### src/rtl/branch_fetch_unit_pkg.sv
// Shared pipeline definitions for the fetch stage: FSM state encoding,
// default reset PC / bubble instruction, and the instruction width.
package branch_fetch_unit_pkg;

   localparam int unsigned INSTR_W = 32;

   localparam logic [31:0]        DEF_RESET_PC  = 32'h0000_3000;
   localparam logic [INSTR_W-1:0] DEF_NOP_INSTR = 32'h0000_0000;

   typedef enum logic [1:0] {
      BOOT  = 2'd0,
      RUN   = 2'd1,
      FLUSH = 2'd2
   } fetch_state_t;

endpackage

### src/rtl/branch_stat_counter.sv
// Wrapping event counter with enable.
// Ports: clk, rst (async, active-high), en (count this cycle), count (value).
module branch_stat_counter #(
   parameter int unsigned WIDTH = 32
) (
   input  logic             clk,
   input  logic             rst,
   input  logic             en,
   output logic [WIDTH-1:0] count
);

   always_ff @(posedge clk or posedge rst) begin
      if (rst) begin
         count <= '0;
      end else if (en) begin
         count <= count + WIDTH'(1);
      end
   end

endmodule

### src/rtl/branch_fetch_unit.sv
// Fetch stage of the 5-stage MIPS pipeline: owns the PC and the IF/ID
// register, redirects fetch on ID-resolved branches/jumps (no delay slot)
// and squashes the single wrong-path instruction with a bubble.
// Ports:
//   clk, rst              clock, async active-high reset
//   stall                 hazard stall, freezes PC, IF/ID, counters, FSM
//   br_valid/br_result    conditional branch in ID and its comparator result
//   br_target             branch target
//   jump/jump_target      unconditional jump in ID and its target
//   imem_addr/imem_rdata  combinational instruction-memory port
//   ifid_instr/pc4/valid  IF/ID pipeline register
//   pc_misalign           sticky flag: a redirect target had [1:0] != 0
//   br_total_cnt          resolved conditional branches
//   br_taken_cnt          taken conditional branches
module branch_fetch_unit
   import branch_fetch_unit_pkg::*;
#(
   parameter logic [31:0]        RESET_PC  = DEF_RESET_PC,
   parameter logic [INSTR_W-1:0] NOP_INSTR = DEF_NOP_INSTR
) (
   input  logic               clk,
   input  logic               rst,
   input  logic               stall,
   input  logic               br_valid,
   input  logic               br_result,
   input  logic [31:0]        br_target,
   input  logic               jump,
   input  logic [31:0]        jump_target,
   output logic [31:0]        imem_addr,
   input  logic [INSTR_W-1:0] imem_rdata,
   output logic [INSTR_W-1:0] ifid_instr,
   output logic [31:0]        ifid_pc4,
   output logic               ifid_valid,
   output logic               pc_misalign,
   output logic [31:0]        br_total_cnt,
   output logic [31:0]        br_taken_cnt
);

   logic [31:0]  pc;
   logic [31:0]  pc_plus4;
   logic [31:0]  redirect_target;
   logic         br_taken;
   logic         redirect;
   fetch_state_t state;

   assign br_taken        = br_valid && br_result;
   assign redirect        = !stall && (jump || br_taken);
   // A taken branch has priority over a simultaneous jump.
   assign redirect_target = br_taken ? br_target : jump_target;
   assign pc_plus4        = pc + 32'd4;
   assign imem_addr       = pc;

   // PC register / next-PC mux
   always_ff @(posedge clk or posedge rst) begin
      if (rst) begin
         pc <= RESET_PC;
      end else if (!stall) begin
         pc <= redirect ? {redirect_target[31:2], 2'b00} : pc_plus4;
      end
   end

   // IF/ID register; the instruction fetched alongside a redirect is the
   // wrong-path one, so it is replaced by a bubble.
   always_ff @(posedge clk or posedge rst) begin
      if (rst) begin
         ifid_instr <= NOP_INSTR;
         ifid_pc4   <= '0;
         ifid_valid <= 1'b0;
      end else if (!stall) begin
         ifid_pc4 <= pc_plus4;
         if (redirect) begin
            ifid_instr <= NOP_INSTR;
            ifid_valid <= 1'b0;
         end else begin
            ifid_instr <= imem_rdata;
            ifid_valid <= 1'b1;
         end
      end
   end

   always_ff @(posedge clk or posedge rst) begin
      if (rst) begin
         pc_misalign <= 1'b0;
      end else if (redirect && (redirect_target[1:0] != 2'b00)) begin
         pc_misalign <= 1'b1;
      end
   end

   // Fetch-state tracking; FLUSH marks the cycle(s) where IF/ID holds a bubble.
   always_ff @(posedge clk or posedge rst) begin
      if (rst) begin
         state <= BOOT;
      end else if (!stall) begin
         case (state)
            BOOT:    state <= RUN;
            RUN:     state <= redirect ? FLUSH : RUN;
            FLUSH:   state <= redirect ? FLUSH : RUN;
            default: state <= RUN;
         endcase
      end
   end

   branch_stat_counter #(.WIDTH(32)) u_total_cnt (
      .clk   (clk),
      .rst   (rst),
      .en    (!stall && br_valid),
      .count (br_total_cnt)
   );

   branch_stat_counter #(.WIDTH(32)) u_taken_cnt (
      .clk   (clk),
      .rst   (rst),
      .en    (!stall && br_taken),
      .count (br_taken_cnt)
   );

endmodule

### config.mk
export PLATFORM = sky130hd
export DESIGN_NAME = branch_fetch_unit
export DESIGN_NICKNAME = d
export VERILOG_FILES = /design/src/rtl/branch_fetch_unit_pkg.sv /design/src/rtl/branch_stat_counter.sv /design/src/rtl/branch_fetch_unit.sv
export SDC_FILE = /design/constraint.sdc
export NUM_CORES = 1
export LEC_CHECK = 0
export ABC_AREA = 1
export CORE_ASPECT_RATIO = 1.4
export CORE_UTILIZATION = 48
export CTS_CLUSTER_DIAMETER = 120
export DETAILED_ROUTE_END_ITERATION = 8
export GPL_TIMING_DRIVEN = 0
export PLACE_DENSITY = 0.87
export SYNTH_ARGS = -nofsm -noshare
export SYNTH_HDL_FRONTEND = slang
export SYNTH_SLANG_ARGS = --single-unit
export TNS_END_PERCENT = 30
### constraint.sdc
create_clock -name clk -period 5.9 [get_ports clk]
set_input_delay 0.885 -clock clk [delete_from_list [all_inputs] [get_ports clk]]
set_output_delay 0.885 -clock clk [all_outputs]
set_load 0.005 [all_outputs]
# --- Word level (Yosys, flattened, before mapping) ---
# Cells that the tools add are included.
# W data, S select, Z words.
classes:
  muxes: 4
  reduce_logical: 8
  n_addsub: 3
op_table:
  columns: ["op", "count"]
  rows:
  - ["$mux W32", 3]
  - ["$add A32 B1 Y32 const B", 2]
  - ["$add A32 B3 Y32 const B", 1]
  - ["$logic_and A1 B1 Y1", 5]
  - ["$reduce_bool A2 Y1", 1]
  - ["$logic_not A1 Y1", 1]
  - ["$logic_or A1 B1 Y1", 1]
  - ["$mux W1", 1]
word_totals:
  input_bits: 102
  register_bits: 162
  out_inout_bits: 162

# --- Longest topological paths before layout ---
# Gate-level depths: netlist of run 1.
logic_depth:
  depth_word: 4
  ltp_mapped: 11
  depth_no_buf: 10

# --- Cells and area by module ---
# A second synthesis of run 1 with hierarchy kept.
unflattened:
  cells_unflattened: 1021
  hier_area_um2: 8410.6
modules_own_cells:
  columns: ["module", "seq_area_each_um2", "cells_per_inst", "area_each_um2", "n_inst"]
  rows:
  - ["branch_fetch_unit", 2354.8, 607, 4949.7, 1]
  - ["branch_stat_counter", 800.8, 207, 1730.4, 2]

# --- Worst setup path after synthesis of run 1 ---
# OpenSTA, ideal clock, no wires.
synth_path:
  path_type: "input to register"
  from: "in stall"
  to: "reg u_total_cnt.count[25]"
  path_buffers: 2
  path_slack_ns: 3.936
  cell_stages: 10
  setup_ns: 0.117
  t_arrival_ns: 1.847
  cell_sequence: "buf_6 -> clkinv_2 -> buf_8 -> nand2_8 -> nor2_4 -> nand3_4 -> nor2_4 -> nand3_1 -> nand2_1 -> nand2_1"
synth_via:
  elab_chain_len: 2
synth_rtl:
  columns: ["element", "line", "rtl"]
  rows:
  - ["start, declared", "branch_fetch_unit.sv:23", "input logic stall,"]
  - ["$logic_not A1 Y1", "branch_fetch_unit.sv:106", ".en (!stall && br_valid),"]
  - ["$logic_and A1 B1 Y1", "branch_fetch_unit.sv:106", null]
  - ["end signal, assigned", "branch_stat_counter.sv:16", "count <= count + WIDTH'(1);"]
  - ["end, declared", "branch_stat_counter.sv:9", "output logic [WIDTH-1:0] count"]
# Every way passes these cells.
# A chain may end at the register's enable or synchronous reset.

# --- Final worst setup path of run 1 ---
layout_path:
  from: "reg pc[27] (netlist: imem_addr[27])"
  to: "out imem_addr[27]"
layout_lines:
  columns: ["element", "line", "rtl"]
  rows:
  - ["start, declared", "branch_fetch_unit.sv:39", "logic [31:0] pc;"]
  - ["start signal, assigned", "branch_fetch_unit.sv:58", "pc <= redirect ? {redirect_target[31:2], 2'b00} : pc_plus4;"]
  - ["end, declared", "branch_fetch_unit.sv:29", "output logic [31:0] imem_addr,"]
# No word-level cell between the ends.

==> results of run 1 <==
-- registers in the layout, summed over array words and instances (netlist names) --
name               count
ifid_pc4              30
u_taken_cnt.count     32
pc_misalign            1
ifid_instr            32
imem_addr             30
ifid_valid             1
u_total_cnt.count     32
-- area by class of cell --
cell class                 count  area, um2  share of cell area (%)
buffer                        38        200                    1.66
clock buffer                  18        439                    3.65
clock inverter                14        179                    1.49
inverter                      94        360                    3.00
multi-input combinational    810       4010                    33.3
sequential                   158       3960                    32.9
tap                          236        295                    2.45
timing repair buffer         257       2590                    21.5
-- power breakdown --
| group | leakage [nW] | switching (mW) | total, mW | internal (mW) |
|---|---|---|---|---|
| clock network | 0.300 | 0.475 | 1.16 | 0.686 |
| registers | 2.04 | 0.146 | 1.36 | 1.22 |
| logic | 3.31 | 0.332 | 0.744 | 0.412 |
| total | 5.65 | 0.953 | 3.27 | 2.32 |
-- cell families after synthesis --
| family | count (synthesis) | share of synthesized area (%) |
|---|---|---|
| simple gates | 667 | 33.8 |
| flops | 158 | 46.5 |
| buf+inv | 132 | 6.53 |
| compound gates | 85 | 7.48 |
| xor+xnor | 51 | 5.25 |
| fa+ha+maj | 3 | 0.441 |
| other cells | 1 | 0.0441 |
-- worst register-to-register path, stage by stage, from the launching register on --
cell,delay [ns]
dfrtp_1,0.41
ha_1,0.24
nand2_1,0.07
nor2_1,0.15
nand2_1,0.18
nor2_1,0.41
nand3_1,0.16
nand3_1,0.14
nand2_1,0.06
-- routing by layer --
layer	vias to the layer above	share of wire, %
li1	4047	-
met1	3982	38
met2	338	52
met3	74	5.8
met4	0	4.1
met5	-	0
-- through the flow --
step	power (mW)	setup TNS (ns)
floorplan	1.66	0
global placement	2.09	-213.81
detailed placement	2.12	0
CTS	3.29	0
global route	3.42	0
finish	3.27	0
-- how the worst max path moves through the flow --
stage / startpoint / to / slack (ns) / depth (start not counted)
2_1_floorplan: rst / ifid_instr[0] / 0.76 / 1
3_3_place_gp: rst / ifid_pc4[31] / -1.38 / 2
3_5_place_dp: jump / imem_addr[23] / 3.41 / 8
4_1_cts: imem_addr[27] / imem_addr[27] / 3.44 / 1
5_1_grt: imem_addr[27] / imem_addr[27] / 3.44 / 1
6_report: imem_addr[27] / imem_addr[27] / 3.45 / 1
-- layout by cell type, fill, tap and decap left out, types with 16 or more instances in the layout --
cell type	synthesis	routed
inv_1	91	90
xnor2_1	20	20
nand3_1	68	68
nor2_1	96	96
xor2_1	31	31
clkbuf_16	0	17
nand2_1	440	440
a22oi_1	21	21
dfrtp_1	156	156
clkdlybuf4s50_1	0	256
o21ai_0	16	16
a22o_1	32	32
==> flow_summary.yaml, run 1 <==
outcome:
  outcome: "completed"
yosys:
  yosysSeqAreaShare_pct: 46.5
  ys_ff_latch: 158
  syn_area_um2: 8510
  yosysMostFrequentCell: "nand2_1"
  synth_top_area_share_pct: 45.9
  synth_warnings: 0
  synthFlopType: "dfrtp_1"
  async_reset_ff_share_pct: 100
  synth_area_leader_cell: "dfrtp_1"
  synth-edff-count: 0
  synth_commonest_cells: "nand2_1, dfrtp_1, nor2_1"
  syn_inst: 1097
  synth_cell_types: 36
  synth.area.top_cells: "dfrtp_1, nand2_1, nor2_1"
  syn_avg_cell_area_um2: 7.76
placed_design:
  port_buffers: 256
  globalplace.congestion: 0.965
  dp_slack_ns: 3.41
  place_inst: 1593
  dp.final_hpwl_um: 20100
  placed_area_um2: 11400
clock_tree:
  cts_inserted_buffers: 17
  cts_resized: 0
  hold_buffers: 0
  cts.path.max_buffers: 2
  cts_tree: "built"
  h-tree-depth: 4
  clkSinkCount: 158
  clk_latency_ns: 0.43
  cts_root_buffer: "clkbuf_16"
  cts_setup_buffers: 0
  path_clk_slew_ns: 0.06
sta:
  finalMaxSlewViolations: 0
  worst_pin_slew_ns: 0.683
  fmax_mhz: 408
  min_period_over_period_pct: 41.5
  layout_min_cycle_time_ns: 2.45
  grt_setup_unrepaired: "false"
  setup_slack_ns: 3.45
  relSlewSlack_pct: 54.5
  hold-worst-slack_ns: 0.461
  fin_skew_ns: 0.0121
  hold_viol: 0
  setup_violations: 0
worst_setup_path:
  cp_cell_sequence: "clkdlybuf4s50_1"
  critPathKind: "reg2out"
  reg2reg_depth: 8
  cp-start-kind: "flip-flop"
  r2r-end: "imem_addr[24]"
  cpMaxStageDelayCell: "clkdlybuf4s50_1"
  cpPeakStageDelay_ns: 0.58
  critPathTopFamily: "buffers and inverters"
  crit_fanout: 8
  path_buf_inv: 1
  rrSetupSlack_ns: 3.97
  r2r_start: "imem_addr[3]"
  worst_setup_path_end_kind: "output port"
  required_ns: 5.02
  arrival_ns: 1.56
drt:
  wl_per_cell_um: 16.3
  via_count: 8441
  avgViaCountPerCell: 5.19
  drt-pass1-iter-count: 5
  drt-total-wl_um: 26500
  drtAntennaViolNets: 0
  route.detailed.drc: 0
  drtIter0Drc: 496
pwr:
  p_per_area_nw_per_um2: 272
  leakage_nw: 5.65
  ir_drop_v: 0.000149
global_route:
  grt_pass1_wl_um: 42100
  grt.met2_usage_pct: 54.2
  antenna_found_initial: 0
  busiest_layer: "met2"
  track_usage_pct: 29.9
  gr-total-overflow: 0
  grt_max_degree: 97
  grt_pass1_vias: 8407
  use_met3_pct: 5.86
  grt_util_met1_pct: 32.6
layout:
  final_area_um2: 12000
  area_growth_pct: 41.4
  stdcell_count: 1625
  fillCellCount: 1375
  fin_util_pct: 69.4
  drive_above_1_share_pct: 6.41
  num-nets-final: 1481
  antenna_cells: 0
floorplan:
  die_h_um: 160
  die_x_um: 115
  io_pins: 264
  rows: 57
  start_util_pct: 49.1
  dieArea_um2: 18300
  coreArea_um2: 17300
worst_hold_path:
  worstHoldPathType: "reg2reg"
  hold_depth: 1
  worst_hold_path.endpoint: "pc_misalign"
  worstHoldStart: "pc_misalign"
run:
  drv_cap: 0
(Power assumes the default switching activity.)
==> run 2: changes to the inputs <==
--- a/config.mk
+++ b/config.mk
@@ -7,11 +7,11 @@
 export LEC_CHECK = 0
 export ABC_AREA = 1
 export CORE_ASPECT_RATIO = 1.4
-export CORE_UTILIZATION = 48
+export CORE_UTILIZATION = 43
 export CTS_CLUSTER_DIAMETER = 120
 export DETAILED_ROUTE_END_ITERATION = 8
 export GPL_TIMING_DRIVEN = 0
-export PLACE_DENSITY = 0.87
+export PLACE_DENSITY = 0.83
 export SYNTH_ARGS = -nofsm -noshare
 export SYNTH_HDL_FRONTEND = slang
 export SYNTH_SLANG_ARGS = --single-unit
==> constraint.sdc (replaced) <==
create_clock -name clk -period 2.13 [get_ports clk]
set_input_delay 0.3195 -clock clk [delete_from_list [all_inputs] [get_ports clk]]
set_output_delay 0.3195 -clock clk [all_outputs]
set_load 0.005 [all_outputs]
==> run 2 against run 1 <==
Compared with the run above:
- hold slack worse by 0.20 ns
- cell area is 0.42% higher
- sequential power grew to 2.8 times the previous value
- sequential share of layout area is 0.14 points lower
- largest power group unchanged
==> flow_summary.yaml, run 2 (synthesized netlist as in run 1, its figures left out) <==
outcome:
  outcome: "completed"
floorplan:
  die_x_um: 121
  die_h_um: 168
  io_pins: 264
  dieArea_um2: 20400
  start_util_pct: 44.1
  coreArea_um2: 19300
  rows: 60
clock_tree:
  clk_latency_ns: 0.42
  cts_setup_buffers: 0
  cts_inserted_buffers: 17
  h-tree-depth: 4
  cts_tree: "built"
  cts_resized: 0
  cts_root_buffer: "clkbuf_16"
  cts.path.max_buffers: 2
  hold_buffers: 0
  clkSinkCount: 158
  path_clk_slew_ns: 0.07
worst_setup_path:
  rrSetupSlack_ns: 0.1
  cpMaxStageDelayCell: "nor2_1"
  cp-startpoint: "imem_addr[3]"
  worst_setup_path_end_kind: "flip-flop"
  path_buf_inv: 0
  cpPeakStageDelay_ns: 0.46
  reg2reg_depth: 8
  cp-start-kind: "flip-flop"
  arrival_ns: 2.34
  r2r_start: "imem_addr[3]"
  critPathTopFamily: "simple AND/OR/NAND/NOR gates"
  r2r-end: "imem_addr[24]"
  required_ns: 2.44
  cp_cell_sequence: "ha_1 -> nand2_1 -> nor2_1 -> nand2_1 -> nor2_1 -> nand3_1 -> nand3_1 -> nand2_1"
  crit_fanout: 5
  cp.depth: 8
  critPathKind: "reg2reg"
  endpoint: "imem_addr[24]"
  crit_top_cell: "nand2_1"
placed_design:
  placed_area_um2: 11500
  port_buffers: 256
  dp_slack_ns: 0.142
  place_inst: 1607
  globalplace.congestion: 0.948
  dp.final_hpwl_um: 20600
pwr:
  p_total_mw: 9.11
  p_per_area_nw_per_um2: 754
  ir_drop_v: 0.000480
  power_frac_seq_pct: 41.5
  p_switching_mw: 2.70
  power.share.clock_pct: 36.0
  comb_power_share_pct: 22.6
  leakage_nw: 5.66
  p_sw_share_pct: 29.7
  p_int_mw: 6.41
sta:
  relSlewSlack_pct: 40.5
  finalMaxSlewViolations: 0
  hold-worst-slack_ns: 0.263
  setup_slack_ns: 0.0983
  min_period_over_period_pct: 95.4
  hold_viol: 0
  fin_skew_ns: 0.00892
  worst_pin_slew_ns: 0.890
  setup_violations: 0
  grt_setup_unrepaired: "false"
  layout_min_cycle_time_ns: 2.03
  fmax_mhz: 492
drt:
  wl_per_cell_um: 16.2
  drt-total-wl_um: 26600
  drtIter0Drc: 418
  avgViaCountPerCell: 5.06
  drt-pass1-iter-count: 5
  m1WireLength_um: 10200
  via_count: 8297
  top_layer: "met4"
  drtAntennaViolNets: 0
  route.detailed.drc: 0
  wl_met2_um: 13800
  wl_met3_um: 1400
layout:
  num-nets-final: 1483
  stdcell_count: 1639
  final_area_um2: 12100
  multi_input_area_um2: 4010
  largestRegisters: "ifid_instr (32), u_taken_cnt.count (32), u_total_cnt.count (32)"
  seqCellArea_um2: 3960
  antenna_cells: 0
  fillCellCount: 1655
  mostFrequentLayoutCell: "nand2_1"
  area_growth_pct: 41.9
  mostFrequentLayoutCells: "nand2_1, clkdlybuf4s50_1, dfrtp_1"
  drive_above_1_share_pct: 6.54
run:
  drv_cap: 0
global_route:
  track_usage_pct: 26.5
  grt_pass1_wl_um: 41800
  grt_max_degree: 43
  antenna_found_initial: 0
  grt_pass1_vias: 8140
  gr-total-overflow: 0
worst_hold_path:
  worstHoldStart: "stall"
  worstHoldPathType: "in2reg"
==> run 2: cell types whose count changed in the layout (fill, tap and decap cells not counted), sizes merged <==
cell | before | now
inv | 98 | 100
clkbuf | 29 | 28
clkinv | 5 | 3
clkinvlp | 2 | 3
buf | 28 | 30
==> run 2: worst reg2reg max path, cell delays in order (launching register included) <==
cell and delay (ns):
dfrtp_1 0.43, ha_1 0.26, nand2_1 0.07, nor2_1 0.16
nand2_1 0.20, nor2_1 0.46, nand3_1 0.17, nand3_1 0.13
nand2_1 0.06
==> run 2: how the worst min path moves through the flow <==
| stage | endpoint | cells past startpoint |
|---|---|---|
| detailed placement | pc_misalign | 1 |
| CTS | u_total_cnt.count[1] | 4 |
| global route | u_total_cnt.count[1] | 4 |
| floorplan | pc_misalign | 1 |
| global placement | pc_misalign | 1 |
| finish | u_total_cnt.count[1] | 4 |
==> run 2: layout make-up <==
class,instances,area share [%]
Multi-Input combinational cell,810,33.2
Sequential cell,158,32.7
Clock buffer,17,3.52
Tap cell,248,2.57
Clock inverter,15,1.63
Timing Repair Buffer,259,21.7
Inverter,94,2.97
Buffer,38,1.66
==> run 2: power by group through the flow <==
stage | clock network (mW) | logic [mW] | registers, mW
floorplan | 0 | 0.816 | 3.78
global placement | 0 | 2.01 | 3.81
detailed placement | 0 | 2.07 | 3.83
CTS | 3.32 | 2.08 | 3.78
global route | 3.43 | 2.26 | 3.84
finish | 3.28 | 2.06 | 3.78
==> run 2: per-layer routing <==
metal	vias to the layer above	global-route usage, %
met1	3888	29.6
met5	-	0
met2	286	47.5
li1	4052	-
met4	0	14.2
met3	71	4.45
==> run 2: per-stage QoR <==
stage / TNS (ns) / util [%]
after floorplan: -29.44 / -
after global placement: -247.26 / 59.1
after detailed placement: 0 / 59.4
after CTS: 0 / 62.6
after global routing: 0 / 62.6
final: 0 / 62.6
==> run 3: changes to the inputs <==
--- a/config.mk
+++ b/config.mk
@@ -5,13 +5,14 @@
 export SDC_FILE = /design/constraint.sdc
 export NUM_CORES = 1
 export LEC_CHECK = 0
-export ABC_AREA = 1
 export CORE_ASPECT_RATIO = 1.4
+export CORE_MARGIN = 2
 export CORE_UTILIZATION = 43
 export CTS_CLUSTER_DIAMETER = 120
 export DETAILED_ROUTE_END_ITERATION = 8
 export GPL_TIMING_DRIVEN = 0
 export PLACE_DENSITY = 0.83
+export SLEW_MARGIN = 20
 export SYNTH_ARGS = -nofsm -noshare
 export SYNTH_HDL_FRONTEND = slang
 export SYNTH_SLANG_ARGS = --single-unit
==> run 3 against run 2 <==
Compared with the run above:
- the flow now finishes with violations (setup timing)
- cell area is 0.33% higher
- critical path depth is 3 lower
- die area up 0.27%
- hold slack improved by 0.094 ns
- non-clock buffer count is 40 higher
- combinational power is essentially flat
- global-route usage increased by 2.0 points
- via count is 2.2% higher
- register-to-register slack got worse by 0.10 ns
- largest cell class unchanged
- highest routed layer unchanged
==> flow_summary.yaml, run 3 <==
sta:
  setup_tns_ns: -0.00533
  fmax_mhz: 468
  grt_setup_unrepaired: "true"
  worst_pin_slew_ns: 0.727
  layout_min_cycle_time_ns: 2.14
  setup_violations: 1
  hold_viol: 0
  hold-worst-slack_ns: 0.356
  setup_slack_ns: -0.00533
  finalMaxSlewViolations: 0
  fin_skew_ns: 0.0106
  relSlewSlack_pct: 51.4
  min_period_over_period_pct: 100
pwr:
  leakage_nw: 5.01
  p_total_mw: 8.99
  p_per_area_nw_per_um2: 742
  ir_drop_v: 0.000545
drt:
  drtIter0Drc: 716
  avgViaCountPerCell: 5.84
  drt-pass1-iter-count: 6
  via_count: 8480
  drtAntennaViolNets: 0
  wl_per_cell_um: 20.1
  route.detailed.drc: 0
  drt-total-wl_um: 29200
yosys:
  synth_simple_gate_area_share_pct: 25.0
  synth_compound_area_share_pct: 12.9
  synth_cell_types: 69
  syn_area_um2: 8290
  synth_top_family_by_area: "simple AND/OR/NAND/NOR gates"
  async_reset_ff_share_pct: 100
  synth_area_leader_cell: "dfrtp_1"
  synthMuxAreaShare_pct: 1.68
  synth_warnings: 0
  synth.area.top_cells: "dfrtp_1, nand2_1, xnor2_1"
  synth_commonest_cells: "dfrtp_1, nand2_1, o21ai_0"
  yosysMostFrequentCell: "dfrtp_1"
  yosysSeqAreaShare_pct: 47.7
  syn_avg_cell_area_um2: 9.23
  synth-xor-area-share_pct: 7.82
  synth-edff-count: 0
  synthAdderAreaFrac_pct: 0.453
  syn_inst: 898
  synth_top_area_share_pct: 47.1
  ys_ff_latch: 158
  synthFlopType: "dfrtp_1"
worst_setup_path:
  arrival_ns: 2.44
  worst_setup_path_end_kind: "flip-flop"
  crit_fanout: 8
  critPathKind: "reg2reg"
  critPathTopFamily: "simple AND/OR/NAND/NOR gates"
  cpMaxStageDelayCell: "dfrtp_1"
  required_ns: 2.44
  cp_cell_sequence: "nand4_1 -> or3_1 -> buf_2 -> or3_1 -> a311o_1"
  cpPeakStageDelay_ns: 0.49
  crit_top_cell: "or3_1"
  cp-start-kind: "flip-flop"
  path_buf_inv: 1
floorplan:
  start_util_pct: 43.5
  coreArea_um2: 19100
  rows: 60
  io_pins: 264
  die_x_um: 121
  dieArea_um2: 20400
  die_h_um: 168
placed_design:
  globalplace.congestion: 0.971
  dp.final_hpwl_um: 21800
  port_buffers: 257
  place_inst: 1410
global_route:
  gr-total-overflow: 0
  grt_max_degree: 36
  grt_pass1_vias: 8518
  grt_pass1_wl_um: 45300
  track_usage_pct: 28.5
  antenna_found_initial: 0
layout:
  drive_above_1_share_pct: 10.3
  mostFrequentLayoutCell: "clkdlybuf4s50_1"
  antenna_cells: 0
  area_growth_pct: 46.2
  seqCellArea_um2: 3970
  num-nets-final: 1297
  mostFrequentLayoutCells: "clkdlybuf4s50_1, dfrtp_1, nand2_1"
  multi_input_area_um2: 4100
  stdcell_count: 1453
  fin_util_pct: 63.6
  largestRegisters: "ifid_instr (32), u_taken_cnt.count (32), u_total_cnt.count (32)"
  fillCellCount: 1603
outcome:
  outcome: "finished with violations"
  violations: "setup timing"
worst_hold_path:
  worstHoldPathType: "in2async"
run:
  drv_cap: 0
clock_tree:
  hold_buffers: 0
  h-tree-depth: 4
  cts_tree: "built"
  clkSinkCount: 158
  clk_latency_ns: 0.43
  cts.path.max_buffers: 2
  path_clk_slew_ns: 0.07
  cts_root_buffer: "clkbuf_16"
  cts_inserted_buffers: 17
==> run 3: cell types whose count changed after synthesis, sizes merged, moves of 32 or more <==
| cell | delta |
|---|---|
| nand2 | -313 |
| inv | -75 |
| nor2 | -65 |
| o21ai | +47 |
| clkbuf | +33 |
| a22o | -32 |
| nor4 | +32 |
==> run 3: logic make-up (layout without fill, tap and decap cells) <==
family	count (synthesis)	count (layout)
xor gates and xnor gates	74	74
muxes	13	13
other	1	4
AOI/OAI and AO/OA	167	167
buffers and inverters	82	386
DFF	158	158
and+or+nand+nor	400	400
adders and majority gates	3	3
==> run 3: through the flow <==
| step | cell area [um2] | worst slack [ns] |
|---|---|---|
| 6_report | 12100 | -0.00533 |
| 5_1_grt | 12100 | -0.0535 |
| 4_1_cts | 12000 | -0.000468 |
| 3_5_place_dp | 11300 | -0.919 |
| 3_3_place_gp | 11200 | -1.60 |
| 2_1_floorplan | 8310 | -0.189 |
==> run 3: report_power, final <==
part	switching [mW]	total (mW)	leakage (nW)	internal, mW
combinational	0.923	2.07	2.72	1.15
clock	1.39	3.17	0.286	1.78
sequential	0.410	3.75	2.00	3.34
==> run 3: per-layer routing <==
layer	track usage (%)	vias to the layer above	wire, um
met5	0	-	0
met4	14.1	0	1370
met3	7.62	86	2620
met2	50.1	517	14800
met1	31.3	4054	10500
li1	-	3823	-
==> run 3: final timing paths <==
kind,start,end,slack (ns),cells past startpoint
min,rst,u_taken_cnt.count[15],0.36,2
min in group clk,imem_rdata[9],ifid_instr[9],0.43,3
max reg2reg,imem_addr[9],imem_addr[30],-0.005,5
max in group asynchronous,rst,pc_misalign,0.67,5
max,imem_addr[9],imem_addr[30],-0.005,5
min reg2reg,pc_misalign,pc_misalign,0.46,1
==> run 3: area by class of cell <==
type | count | share of cell area [%]
multi-input combinational | 661 | 33.9
sequential | 158 | 32.7
timing repair buffer | 273 | 22.6
clock buffer | 18 | 3.54
buffer | 64 | 2.70
tap | 248 | 2.56
clock inverter | 14 | 1.41
inverter | 17 | 0.557
==> run 3: what timing repair did <==
action / 4_1_cts / 5_1_grt
resized for setup: 30 / 31
setup endpoints to repair: 78 / 38
pin swaps: 6 / 7
setup buffers: 4 / 8
